==> src/rtl/scg_auto_ref_burst.sv <==
// AUTO REFRESH burst generator: issues burst_len REF commands spaced TRFC_CYC apart.
// Optional macro SCG_REF_PRECHARGE_EN prepends PRECHARGE_ALL plus a TRP_CYC recovery.
module scg_auto_ref_burst #(
  parameter int TRFC_CYC = 10,
  parameter int TRP_CYC  = 3,
  parameter int BURST_W  = 4
) (
  input  logic               clk,
  input  logic               n_rst,
  input  logic               start,
  input  logic [BURST_W-1:0] burst_len,
  output logic [3:0]         command,
  output logic               busy,
  output logic               done
);

  localparam int WAIT_W = $clog2(256);
  localparam logic [WAIT_W-1:0] TRFC_LOAD = WAIT_W'(TRFC_CYC - 2);

  localparam logic [3:0] CMD_NOP = 4'd0;
  localparam logic [3:0] CMD_REF = 4'd5;
`ifdef SCG_REF_PRECHARGE_EN
  localparam logic [3:0] CMD_PRE = 4'd2;
  localparam logic [WAIT_W-1:0] TRP_LOAD = WAIT_W'((TRP_CYC > 1) ? TRP_CYC - 2 : 0);
`endif

  // Reject parameter values outside the legal ranges at elaboration time.
  if (TRFC_CYC < 2 || TRFC_CYC > 255 || TRP_CYC < 1 || TRP_CYC > 255 || BURST_W < 1) begin : g_bad_param
    $error("scg_auto_ref_burst: parameter out of range");
  end

  typedef enum logic [2:0] {
    IDLE,
`ifdef SCG_REF_PRECHARGE_EN
    PRE,
    PRE_WAIT,
`endif
    REF,
    REF_WAIT,
    DONE
  } state_t;

  state_t             state, state_next;
  logic [BURST_W-1:0] remaining;
  logic [WAIT_W-1:0]  wait_cnt;
  logic [3:0]         command_next;

  always_comb begin
    // NOTE: every signal gets a default before the case so no path leaves it unassigned (no latch).
    state_next   = state;
    command_next = CMD_NOP;
    case (state)
      IDLE: begin
        if (start) begin
`ifdef SCG_REF_PRECHARGE_EN
          state_next = PRE;
`else
          state_next = REF;
`endif
        end
      end
`ifdef SCG_REF_PRECHARGE_EN
      PRE:      state_next = (TRP_CYC > 1) ? PRE_WAIT : REF;
      PRE_WAIT: if (wait_cnt == '0) state_next = REF;
`endif
      REF:      state_next = REF_WAIT;
      REF_WAIT: if (wait_cnt == '0) state_next = (remaining != '0) ? REF : DONE;
      DONE:     if (!start) state_next = IDLE;
      default:  state_next = IDLE;
    endcase

    // Outputs are registered, so they are decoded from the state being entered.
    if (state_next == REF) command_next = CMD_REF;
`ifdef SCG_REF_PRECHARGE_EN
    if (state_next == PRE) command_next = CMD_PRE;
`endif
  end

  always_ff @(posedge clk) begin
    // NOTE: non-blocking assignments so every register samples pre-edge values, independent of statement order.
    if (!n_rst) begin
      state     <= IDLE;
      command   <= CMD_NOP;
      busy      <= 1'b0;
      done      <= 1'b0;
      remaining <= '0;
      wait_cnt  <= '0;
    end else begin
      state   <= state_next;
      command <= command_next;
      busy    <= (state_next != IDLE);
      done    <= (state_next == DONE);

      if (state == IDLE && start)
        remaining <= (burst_len == '0) ? BURST_W'(1) : burst_len;
      else if (state == REF)
        remaining <= remaining - BURST_W'(1);

      if (state == REF)
        wait_cnt <= TRFC_LOAD;
`ifdef SCG_REF_PRECHARGE_EN
      else if (state == PRE)
        wait_cnt <= TRP_LOAD;
`endif
      else if (wait_cnt != '0)
        wait_cnt <= wait_cnt - WAIT_W'(1);
    end
  end

endmodule

==> config.mk <==
export PLATFORM = sky130hd
export DESIGN_NAME = scg_auto_ref_burst
export DESIGN_NICKNAME = d
export VERILOG_FILES = /design/src/rtl/scg_auto_ref_burst.sv
export SDC_FILE = /design/constraint.sdc
export NUM_CORES = 1
export LEC_CHECK = 0
export ABC_AREA = 1
export CAP_MARGIN = 10
export CORE_UTILIZATION = 30
export DETAILED_ROUTE_END_ITERATION = 6
export SYNTH_ARGS = -nofsm -noshare
export SYNTH_HDL_FRONTEND = slang
export SYNTH_SLANG_ARGS = --single-unit
==> constraint.sdc <==
create_clock -name clk -period 1.3 [get_ports clk]
set_clock_uncertainty 0.2 [all_clocks]
set_input_delay 0.26 -clock clk [delete_from_list [all_inputs] [get_ports clk]]
set_output_delay 0.26 -clock clk [all_outputs]
set_load 0.005 [all_outputs]
==> impl_metrics.toml <==
[die]
die_x_um = 57.6
die_area_sq_um = 3320
core-area_sq_um = 2850
initial_core_util_pct = 32.5
ioPinCount = 13
row_count = 19
die_y_um = 57.6

[global_routing]
grt_remaining_overflow = 0
grt_pass1_wl_mm = 3.30
grt_pass1_vias = 832
grt_max_degree = 11
antenna_found_initial = 0
grt_usage_pct = 12.9

[logic_synthesis]
synth_cells = 130
yosys_warnings = 0
synth-seq-cells = 18
avgSynthCellArea_sq_um = 7.14
synth_area_sq_um = 928
ys_seq_area_share_pct = 38.8
synth.distinct_cells = 24

[cts]
cts_tree = "done"
cts_buffers = 3
htree_levels = 1
cts_root_buf = "clkbuf_4"
clk_pin_slew_ns = 0.11
clkSinkCount = 18
clkLatencyLatePin_ns = 0.30
clockBufferDepth = 2

[route]
first_pass_iters = 4
wire_per_inst_um = 10.3
highest_layer = "met3"
wl_met2_um = 999
ant_nets = 0
viasPerCell = 4.64
wl_mm = 1.94
drt_iter0_drc = 26
drc = 0
num_vias = 877
wl_met3_um = 88
wl_met1_um = 854

[sta]
rsz0062_at_grt = "yes"
fmax_mhz = 758
post-route-period-util_pct = 102
slew_viol_final = 0
period_minus_slack_ns = 1.32
worst_slack_ns = -0.0196
final_hold_viol_count = 0
fin_tns_setup_ns = -0.0361
setup_viol = 3

[setup_path]
rr_startpoint = "state[1]"
crit_path_end = "command[0]"
cp_cell_sequence = "nor2_4 -> nand2_1 -> nor2_4 -> nor2_1 -> nand2_1 -> nand2_2 -> nor2_1"
crit_required_ns = 1.35
arrival_ns = 1.36
crit_start = "state[1]"
crit_path_top_delay_cell = "dfxtp_2"
critPathMaxStageDelay_ns = 0.35
rr_worst_depth = 7
crit_type = "flip-flop to flip-flop"
r2r_slack_ns = -0.02
worstSetupStartpointType = "flip-flop"
r2r_end = "command[0]"
critPathMaxFanout = 4
endpoint_kind = "flip-flop"

[power]
power_w = 0.00257
ir_drop_uv = 950
p_per_area_nw_per_um2 = 1940
p_leak_nw = 0.616

[final_layout]
final_nets = 170
n_antenna_cell = 0
post-route-util_pct = 46.4
drive_above_1_share_pct = 41.8
area_growth_pct = 42.6

[job]
cap_violations = 0

[placed_design]
dp_hpwl_mm = 1.34
numPortBuffers = 10
gp_congestion = 0.804

[status]
status = "finished, violations left"
violations = "negative setup slack"

[hold_path]
hp-class = "flip-flop to flip-flop"
==> routing by layer <==
metal | GRT usage [%] | vias up
met3 | 4.02 | 0
met1 | 14.5 | 406
met5 | 0 | -
met4 | 3.14 | 0
li1 | - | 453
met2 | 23.8 | 18
==> cells by family (layout without fill, tap and decap cells) <==
kind of cell    Yosys count  in the layout  share of synthesized area [%]
compound gates           10             10                           6.07
flops                    18             18                           38.8
fa+ha+maj                 4              4                           5.39
buf+inv                  26             52                           11.7
xor+xnor                  5              5                           4.72
other cells               1              3                          0.404
simple gates             66             66                           32.9
==> power breakdown <==
group / internal [W] / total, W / switching [W]
clock network: 0.000171 / 0.000357 / 0.000186
logic: 0.000616 / 0.00141 / 0.000799
registers: 0.000703 / 0.000802 / 0.0000982
==> through the flow <==
step	cells	setup WS (ns)	instance area [sq um]	hold WS, ns
finish	189	-0.0196	1320	0.279
global route	189	-0.119	1320	0.304
CTS	187	-0.0483	1270	0.284
detailed placement	182	-0.298	1140	0.275
global placement	182	-0.277	1140	0.248
floorplan	132	0.00143	936	0.158
==> sequential cells by signal, indices dropped and copies added, names as in the netlist <==
register and flops:
wait_cnt 8, remaining 4, state 3, busy 1
command 1, done 1
==> worst max-delay path, delay by kind of cell (launching register included) <==
kind / cells / cell delay (ns)
AND/OR/NAND/NOR: 7 / 0.72
flip-flops: 1 / 0.35
==> layout make-up <==
| cell class | count | area (sq um) |
|---|---|---|
| clock buffers | 4 | 36.3 |
| fillers | 296 | 1530 |
| inverters | 23 | 88.8 |
| multi-input cells | 88 | 589 |
| flip-flops and latches | 18 | 373 |
| well taps | 31 | 38.8 |
| repair buffers | 25 | 198 |
==> layout by cell type (no fill, tap or decap), types with 7 or more instances in the layout <==
cell type and n:
nand2_1 24, inv_1 16, buf_4 15, dfxtp_2 10, nor2_1 8, dfxtp_1 8
nand2_2 7, nor2_4 7
==> what timing repair did <==
item                                    CTS  global route
endpoints found under the setup margin   18            21
hold buffers                              0             0
buffers inserted                          1             2
resized for setup                        39            18
pin swaps                                17             7
hold endpoints to repair                  0             0
==> cell usage after synthesis <==
library cell | number | share of area [%]
ha_1 | 4 | 5.4
a21boi_0 | 1 | 0.81
nor3_2 | 1 | 1.1
a21oi_1 | 4 | 2.2
conb_1 | 1 | 0.40
nand2_1 | 29 | 12
dfxtp_1 | 18 | 39
xnor2_1 | 2 | 1.9
or2_0 | 1 | 0.67
o211ai_1 | 1 | 0.81
a31oi_1 | 1 | 0.67
o21ai_0 | 1 | 0.54
nor2_1 | 12 | 4.9
nand3_1 | 9 | 4.9
xor2_1 | 3 | 2.8
buf_4 | 3 | 2.4
nor3_1 | 2 | 1.1
nor2_4 | 1 | 1.2
inv_2 | 1 | 0.40
nand2_2 | 4 | 2.7
inv_1 | 22 | 8.9
o21ai_1 | 2 | 1.1
nand4_1 | 3 | 2.0
nor2_2 | 4 | 2.7
==> how the worst min path moves through the flow <==
stage | from | to | slack (ns) | depth (start not counted)
CTS | wait_cnt[0] | wait_cnt[0] | 0.28 | 2
floorplan | n_rst | remaining[0] | 0.16 | 2
detailed placement | wait_cnt[0] | wait_cnt[0] | 0.28 | 2
global placement | wait_cnt[7] | wait_cnt[7] | 0.25 | 2
global route | wait_cnt[7] | wait_cnt[7] | 0.30 | 2
finish | wait_cnt[0] | wait_cnt[0] | 0.28 | 2
Note: power is estimated with default switching activity, not from simulation.
